**config.mk**
```make
export PLATFORM = sky130hd
export DESIGN_NAME = aes_round_ctrl_flat
export DESIGN_NICKNAME = d
export VERILOG_FILES = /design/src/rtl/aes_round_ctrl_if.sv /design/src/rtl/aes_round_ctrl.sv /design/src/flat_wrapper.sv
export SDC_FILE = /design/constraint.sdc
export NUM_CORES = 1
export LEC_CHECK = 0
export CAP_MARGIN = 10
export CELL_PAD_IN_SITES_DETAIL_PLACEMENT = 1
export CELL_PAD_IN_SITES_GLOBAL_PLACEMENT = 2
export CORE_UTILIZATION = 28
export CTS_CLUSTER_DIAMETER = 30
export CTS_CLUSTER_SIZE = 30
export DETAILED_ROUTE_END_ITERATION = 7
export MAX_ROUTING_LAYER = met4
export PLACE_DENSITY = 0.89
export SETUP_SLACK_MARGIN = 0.3
export SLEW_MARGIN = 10
export SYNTH_ARGS = -nofsm -noshare
export SYNTH_HDL_FRONTEND = slang
export SYNTH_SLANG_ARGS = --single-unit
```
**constraint.sdc**
```tcl
create_clock -name clk -period 3.5 [get_ports clk]
set_input_delay 0.7 -clock clk [delete_from_list [all_inputs] [get_ports clk]]
set_output_delay 0.7 -clock clk [all_outputs]
set_load 0.02 [all_outputs]
```
**src/rtl/aes_round_ctrl_if.sv**
```systemverilog
// Handshake and datapath-control bundle for the AES-128 round sequencer.
// The slave modport is the controller; the master modport is the
// surrounding datapath/system that feeds blocks and consumes strobes.
// Optional build macro: AES_CTRL_INV_EN adds the dec / dec_mode signals.
interface aes_round_ctrl_if;
    logic       in_valid;
    logic       in_ready;
    logic       out_valid;
    logic       out_ready;
    logic       load;
    logic       run_en;
    logic       mix_en;
    logic [3:0] round;
    logic [7:0] rcon;
    logic       busy;
`ifdef AES_CTRL_INV_EN
    logic       dec;
    logic       dec_mode;
`endif

    modport master (
        output in_valid, out_ready,
`ifdef AES_CTRL_INV_EN
        output dec,
        input  dec_mode,
`endif
        input  in_ready, out_valid, load, run_en, mix_en, round, rcon, busy
    );

    modport slave (
        input  in_valid, out_ready,
`ifdef AES_CTRL_INV_EN
        input  dec,
        output dec_mode,
`endif
        output in_ready, out_valid, load, run_en, mix_en, round, rcon, busy
    );
endinterface

```
**src/rtl/aes_round_ctrl.sv**
```systemverilog
// Round sequencer for the iterative AES-128 core: one block per handshake,
// initial AddRoundKey on load, then rounds 1..10 with Rcon generation.
// Optional build macro: AES_CTRL_INV_EN enables decrypt mode (inverse Rcon
// sequence starting at 0x36, dec latched into dec_mode on accept).
//
//   state | meaning
//   ------+-------------------------------------------------------------
//   IDLE  | waiting for a block; load fires combinationally on accept
//   RUN   | rounds 1..10, one per cycle; run_en high, round/rcon valid
//   DONE  | ciphertext final in state register; hold until out_ready
module aes_round_ctrl (
    input  logic             clk,
    input  logic             rst,
    aes_round_ctrl_if.slave  bus
);
    typedef enum logic [1:0] {
        IDLE = 2'd0,
        RUN  = 2'd1,
        DONE = 2'd2
    } state_t;

    localparam logic [3:0] LAST_ROUND = 4'd10;

    state_t     state_q, state_d;
    logic [3:0] round_q, round_d;
    logic [7:0] rcon_q,  rcon_d;
    logic       accept;
`ifdef AES_CTRL_INV_EN
    logic       dec_q, dec_d;
`endif

    // Multiply by x in GF(2^8): next forward Rcon.
    function automatic logic [7:0] xtime(input logic [7:0] v);
        return {v[6:0], 1'b0} ^ (v[7] ? 8'h1b : 8'h00);
    endfunction

`ifdef AES_CTRL_INV_EN
    // Divide by x in GF(2^8): next Rcon when walking the key schedule backwards.
    function automatic logic [7:0] inv_xtime(input logic [7:0] v);
        return {1'b0, v[7:1]} ^ (v[0] ? 8'h8d : 8'h00);
    endfunction
`endif

    // Reset overrides a coincident in_valid so no load leaks out during reset.
    assign accept = bus.in_valid & (state_q == IDLE) & ~rst;

    // State, round counter and Rcon registers.
    always_ff @(posedge clk) begin
        if (rst) begin
            state_q <= IDLE;
            round_q <= 4'd0;
            rcon_q  <= 8'h00;
`ifdef AES_CTRL_INV_EN
            dec_q   <= 1'b0;
`endif
        end else begin
            state_q <= state_d;
            round_q <= round_d;
            rcon_q  <= rcon_d;
`ifdef AES_CTRL_INV_EN
            dec_q   <= dec_d;
`endif
        end
    end

    // Next-state, round and Rcon sequencing.
    always_comb begin
        state_d = state_q;
        round_d = round_q;
        rcon_d  = rcon_q;
`ifdef AES_CTRL_INV_EN
        dec_d   = dec_q;
`endif
        case (state_q)
            IDLE: begin
                round_d = 4'd0;
                rcon_d  = 8'h00;
                if (accept) begin
                    state_d = RUN;
                    round_d = 4'd1;
`ifdef AES_CTRL_INV_EN
                    dec_d   = bus.dec;
                    rcon_d  = bus.dec ? 8'h36 : 8'h01;
`else
                    rcon_d  = 8'h01;
`endif
                end
            end
            RUN: begin
                if (round_q == LAST_ROUND) begin
                    state_d = DONE;
                    round_d = 4'd0;
                    rcon_d  = 8'h00;
                end else begin
                    round_d = round_q + 4'd1;
`ifdef AES_CTRL_INV_EN
                    rcon_d  = dec_q ? inv_xtime(rcon_q) : xtime(rcon_q);
`else
                    rcon_d  = xtime(rcon_q);
`endif
                end
            end
            DONE: begin
                if (bus.out_ready) begin
                    state_d = IDLE;
                end
            end
            default: begin
                state_d = IDLE;
                round_d = 4'd0;
                rcon_d  = 8'h00;
            end
        endcase
    end

    // Strobes decode from registered state; load is the sole input-driven path.
    always_comb begin
        bus.in_ready  = (state_q == IDLE);
        bus.busy      = (state_q == RUN) || (state_q == DONE);
        bus.run_en    = (state_q == RUN);
        bus.out_valid = (state_q == DONE);
        bus.mix_en    = (state_q == RUN) && (round_q != LAST_ROUND);
        bus.load      = accept;
        bus.round     = round_q;
        bus.rcon      = rcon_q;
`ifdef AES_CTRL_INV_EN
        bus.dec_mode  = dec_q;
`endif
    end
endmodule

```
**src/flat_wrapper.sv**
```systemverilog
// flat-port wrapper written by rule: the top's interface ports become plain ports
module aes_round_ctrl_flat 
  (clk, rst, bus_in_valid, bus_out_ready, bus_in_ready, bus_out_valid, bus_load, bus_run_en, bus_mix_en, bus_round, bus_rcon, bus_busy);
  aes_round_ctrl_if bus_i ();
  input  logic clk;
  input  logic rst;
  input wire logic [$bits(bus_i.in_valid)-1:0] bus_in_valid;
  input wire logic [$bits(bus_i.out_ready)-1:0] bus_out_ready;
  output wire logic [$bits(bus_i.in_ready)-1:0] bus_in_ready;
  output wire logic [$bits(bus_i.out_valid)-1:0] bus_out_valid;
  output wire logic [$bits(bus_i.load)-1:0] bus_load;
  output wire logic [$bits(bus_i.run_en)-1:0] bus_run_en;
  output wire logic [$bits(bus_i.mix_en)-1:0] bus_mix_en;
  output wire logic [$bits(bus_i.round)-1:0] bus_round;
  output wire logic [$bits(bus_i.rcon)-1:0] bus_rcon;
  output wire logic [$bits(bus_i.busy)-1:0] bus_busy;
  assign bus_i.in_valid = bus_in_valid;
  assign bus_i.out_ready = bus_out_ready;
  assign bus_in_ready = bus_i.in_ready;
  assign bus_out_valid = bus_i.out_valid;
  assign bus_load = bus_i.load;
  assign bus_run_en = bus_i.run_en;
  assign bus_mix_en = bus_i.mix_en;
  assign bus_round = bus_i.round;
  assign bus_rcon = bus_i.rcon;
  assign bus_busy = bus_i.busy;
  aes_round_ctrl u_core (.clk(clk), .rst(rst), .bus(bus_i));
endmodule
```
==> impl_results.rst <==
.. list-table::
   :header-rows: 1

   * - Metric
     - Value
   * - Max Clk Rate
     - between 300 and 400 MHz
   * - Number of hold-slack violations in the final timing report
     - 0
   * - Critical Path Fanout Max
     - 3
   * - Count of port buffers added during placement
     - 21
   * - CTS clock-pin slew for the worst setup and hold paths
     - around 80 ps
   * - Overall routed net length
     - 1680 um
   * - Kind of start point of the critical path
     - input pin
   * - Syn_nets
     - 84
   * - Post-synthesis cell count
     - 75
   * - Post-synth cell types
     - 26
   * - Static Leakage
     - 0.374 nW
   * - DRT Pass-1 Iters
     - 3
   * - Synthesized-area fraction occupied by xor and xnor cells
     - 0.0604
   * - Top cells by instance count after synthesis
     - 14 x sky130_fd_sc_hd__dfxtp_1, 10 x sky130_fd_sc_hd__nor3_1, 8 x sky130_fd_sc_hd__mux2i_1
   * - Global-route wire length before repair
     - 2840 um
   * - Transition time at the pin with the least slew margin
     - 463 ps
   * - HP Class
     - reg2reg
   * - Final Slew Violations
     - 0
   * - Leading cell type by number of instances after synthesis
     - sky130_fd_sc_hd__dfxtp_1
   * - Std-Cell Core Area
     - 0.00245 mm2
   * - Worst path required time
     - around 2800 ps
   * - Worst EP arrival
     - 1990 ps
   * - CTS tree
     - built
   * - # resized after CTS
     - 0
   * - Buffer count from post-CTS setup fixing
     - 0
   * - Per-cell routed wire length
     - 13.2 um
   * - Cell Pwr Density
     - around 660 mW/mm2
   * - Area share of fa/ha/maj cells after synthesis
     - 0.0864
   * - Area share of the largest cell type after synthesis
     - 0.387
   * - Mux share of post-synthesis cell area
     - 0.131
   * - Post-synthesis instance area
     - between 700 and 800 um2
   * - Total clock sinks
     - 14
   * - Worst slew margin relative to its limit
     - 0.691
   * - HPWL after DPL
     - 1220 um
   * - Number of antenna violations at the first check in global routing
     - 0
   * - Placed inst area
     - roughly 960 um2
   * - Total setup violations reported at the end of the flow
     - 0
   * - Seq/Total Area, Yosys
     - 0.387
   * - Diode count
     - 0
   * - Classification of the worst setup path
     - in2out
   * - DRC violations left
     - 0
   * - Total routed wire length on the met1 layer
     - 750 um
   * - Largest family of logic cells by synthesized area
     - simple AND/OR/NAND/NOR gates
   * - Part of the cycle the worst path needs
     - 0.768
   * - Share of synthesized flip-flops with an asynchronous set or reset
     - 0
   * - Compound-Gate Fraction of Synth Area
     - 0.0760
   * - Global router's overall resource usage
     - 0.149
   * - Proportion of layout cells with a drive suffix above 1
     - 0.0825
   * - Max Used Layer
     - met4
   * - Number of fill cells in the layout
     - 297
   * - Remaining Overflow, GRT
     - 0
   * - Dominant register cell in the synthesized netlist
     - sky130_fd_sc_hd__dfxtp_1
   * - Buffer levels on the longest clock path
     - 2
   * - Number of flops mapped to enable cells by yosys
     - 0
   * - Most area-consuming cells after synthesis
     - sky130_fd_sc_hd__dfxtp_1 39%, sky130_fd_sc_hd__mux2i_1 11%, sky130_fd_sc_hd__ha_1 8.6%
   * - Die Outline Area
     - 0.00279 mm2
   * - Die extent in y
     - 52.9 um
   * - Pin count of the biggest net entering global routing
     - 21
   * - Worst hold slack after final layout
     - 514 ps
   * - Yosys synthesis warning count
     - 0
   * - Overall die width
     - between 50 and 60 um
   * - Worst Skew
     - 4.86 ps
   * - Final core utilization
     - 0.405
   * - Total vias in the final route
     - 624
   * - Max-cap viol count
     - 0
   * - Final net count
     - 107
   * - Starting density of the core
     - 0.295
   * - Layout Cell Area excl Fill
     - around 990 um2
   * - Iteration-0 DRC Markers
     - 2
   * - Vias in the first global route
     - 596
   * - Worst Setup End Kind
     - primary output
   * - Root buffer cell
     - sky130_fd_sc_hd__clkbuf_4
   * - Layout Area Growth over Synthesis
     - 37.3%
   * - Via density
     - 4.91
   * - Number of levels the H-tree was split into
     - 1
   * - Post-Synthesis Mean Instance Area
     - 9.66 um2
   * - Area leader, netlist
     - sky130_fd_sc_hd__dfxtp_1
   * - Clock insertion delay at the later pin of the skew report
     - between 200 and 300 ps
   * - Outcome
     - complete, no violations
   * - Routability cong.
     - 0.688
   * - Num rows
     - 18
   * - Clock period minus worst slack
     - around 2700 ps
   * - Number of cells on the worst hold path
     - 2
   * - Number of buffers added by the clock tree synthesis step
     - 3
   * - CTS Hold Buffers Added
     - 0
   * - Post-DRT Antenna Nets
     - 0
   * - Worst reg2reg path depth
     - 6
   * - #FFs+latches synth
     - 14
   * - Met2 wire len
     - 805 um
   * - Worst IR drop on VDD
     - ~310 uV
   * - RSZ-0062 raised after global routing
     - false
   * - Post-synthesis share of cell area spent on and, or, nand and nor gates
     - 0.204
   * - Count of boundary I/O pins
     - 22
   * - Setup tns final
     - 0 ps
   * - Routed wire length on met3
     - 80 um
sequential cells by signal, summed over array words and instances, names as in the netlist:
signal            flops
u_core.bus.rcon       8
u_core.bus.round      4
u_core.state_q        2
per-stage QoR:
stage | total power [mW] | instances | setup WS [ps]
floorplan | 0.423 | 75 | 1640
CTS | 0.669 | 127 | 799
global placement | 0.534 | 123 | 835
detailed placement | 0.547 | 123 | 817
finish | 0.658 | 127 | 812
global route | 0.697 | 127 | 700
power breakdown:
part | switching, mW | leakage, nW | total [mW] | internal [mW]
Sequential | 0.0179 | 0.114 | 0.196 | 0.178
Clock | 0.0572 | 0.0210 | 0.121 | 0.0635
Combinational | 0.187 | 0.239 | 0.342 | 0.155
Total | 0.262 | 0.374 | 0.658 | 0.396
critical path: stages:
cell and delay [ps]:
sky130_fd_sc_hd__clkdlybuf4s50_1 480, sky130_fd_sc_hd__and3b_1 190, sky130_fd_sc_hd__clkdlybuf4s50_1 610
final cells by class:
cell class	instances	area (um2)	area share
Tap cell	30	37.5	0.0377
Timing Repair Buffer	23	225	0.226
Sequential cell	14	280	0.282
Clock buffer	4	36.3	0.0365
Inverter	3	11.3	0.0113
Multi-Input combinational cell	53	404	0.406
cell usage in the layout (no fill, tap or decap):
master,n
sky130_fd_sc_hd__a21oi_2,1
sky130_fd_sc_hd__nand2b_1,3
sky130_fd_sc_hd__nor3_1,10
sky130_fd_sc_hd__clkbuf_8,1
sky130_fd_sc_hd__clkdlybuf4s50_1,21
sky130_fd_sc_hd__a221oi_1,1
sky130_fd_sc_hd__a21oi_1,4
sky130_fd_sc_hd__and2_1,1
sky130_fd_sc_hd__nand2_1,1
sky130_fd_sc_hd__nor2_1,3
sky130_fd_sc_hd__inv_1,3
sky130_fd_sc_hd__ha_1,5
sky130_fd_sc_hd__mux2i_1,8
sky130_fd_sc_hd__nand3b_1,1
sky130_fd_sc_hd__mux2_4,1
sky130_fd_sc_hd__o21bai_1,1
sky130_fd_sc_hd__clkbuf_4,3
sky130_fd_sc_hd__xor2_1,4
sky130_fd_sc_hd__buf_4,2
sky130_fd_sc_hd__dfxtp_1,14
sky130_fd_sc_hd__nor4bb_1,1
sky130_fd_sc_hd__nand4b_1,1
sky130_fd_sc_hd__and3b_1,1
sky130_fd_sc_hd__nor2b_1,2
sky130_fd_sc_hd__nand3_1,2
sky130_fd_sc_hd__a221o_1,1
sky130_fd_sc_hd__xnor2_1,1
routing by layer:
| metal | vias up | GRT usage |
|---|---|---|
| met4 | 0 | 0.0921 |
| met1 | 299 | 0.181 |
| met3 | 5 | 0.0374 |
| li1 | 304 | - |
| met5 | - | - |
| met2 | 16 | 0.219 |
cells by family (layout without fill, tap and decap cells):
family | Yosys count | in the layout
AO/OA/AOI/OAI | 8 | 8
flip-flops | 14 | 14
buffers and inverters | 8 | 30
XOR/XNOR | 5 | 5
adder cells (fa/ha/maj) | 5 | 5
AND/OR/NAND/NOR | 26 | 26
multiplexers | 9 | 9
path summary, 6_finish.rpt:
kind | from | endpoint | slack [ps]
hold reg to reg | u_core.state_q[1] | u_core.state_q[1] | 510
hold / removal | u_core.state_q[1] | u_core.state_q[1] | 510
setup / recovery | bus_in_valid | bus_load | 810
setup reg to reg | u_core.state_q[0] | u_core.state_q[0] | 1810
Note: power is estimated with default switching activity, not from simulation.
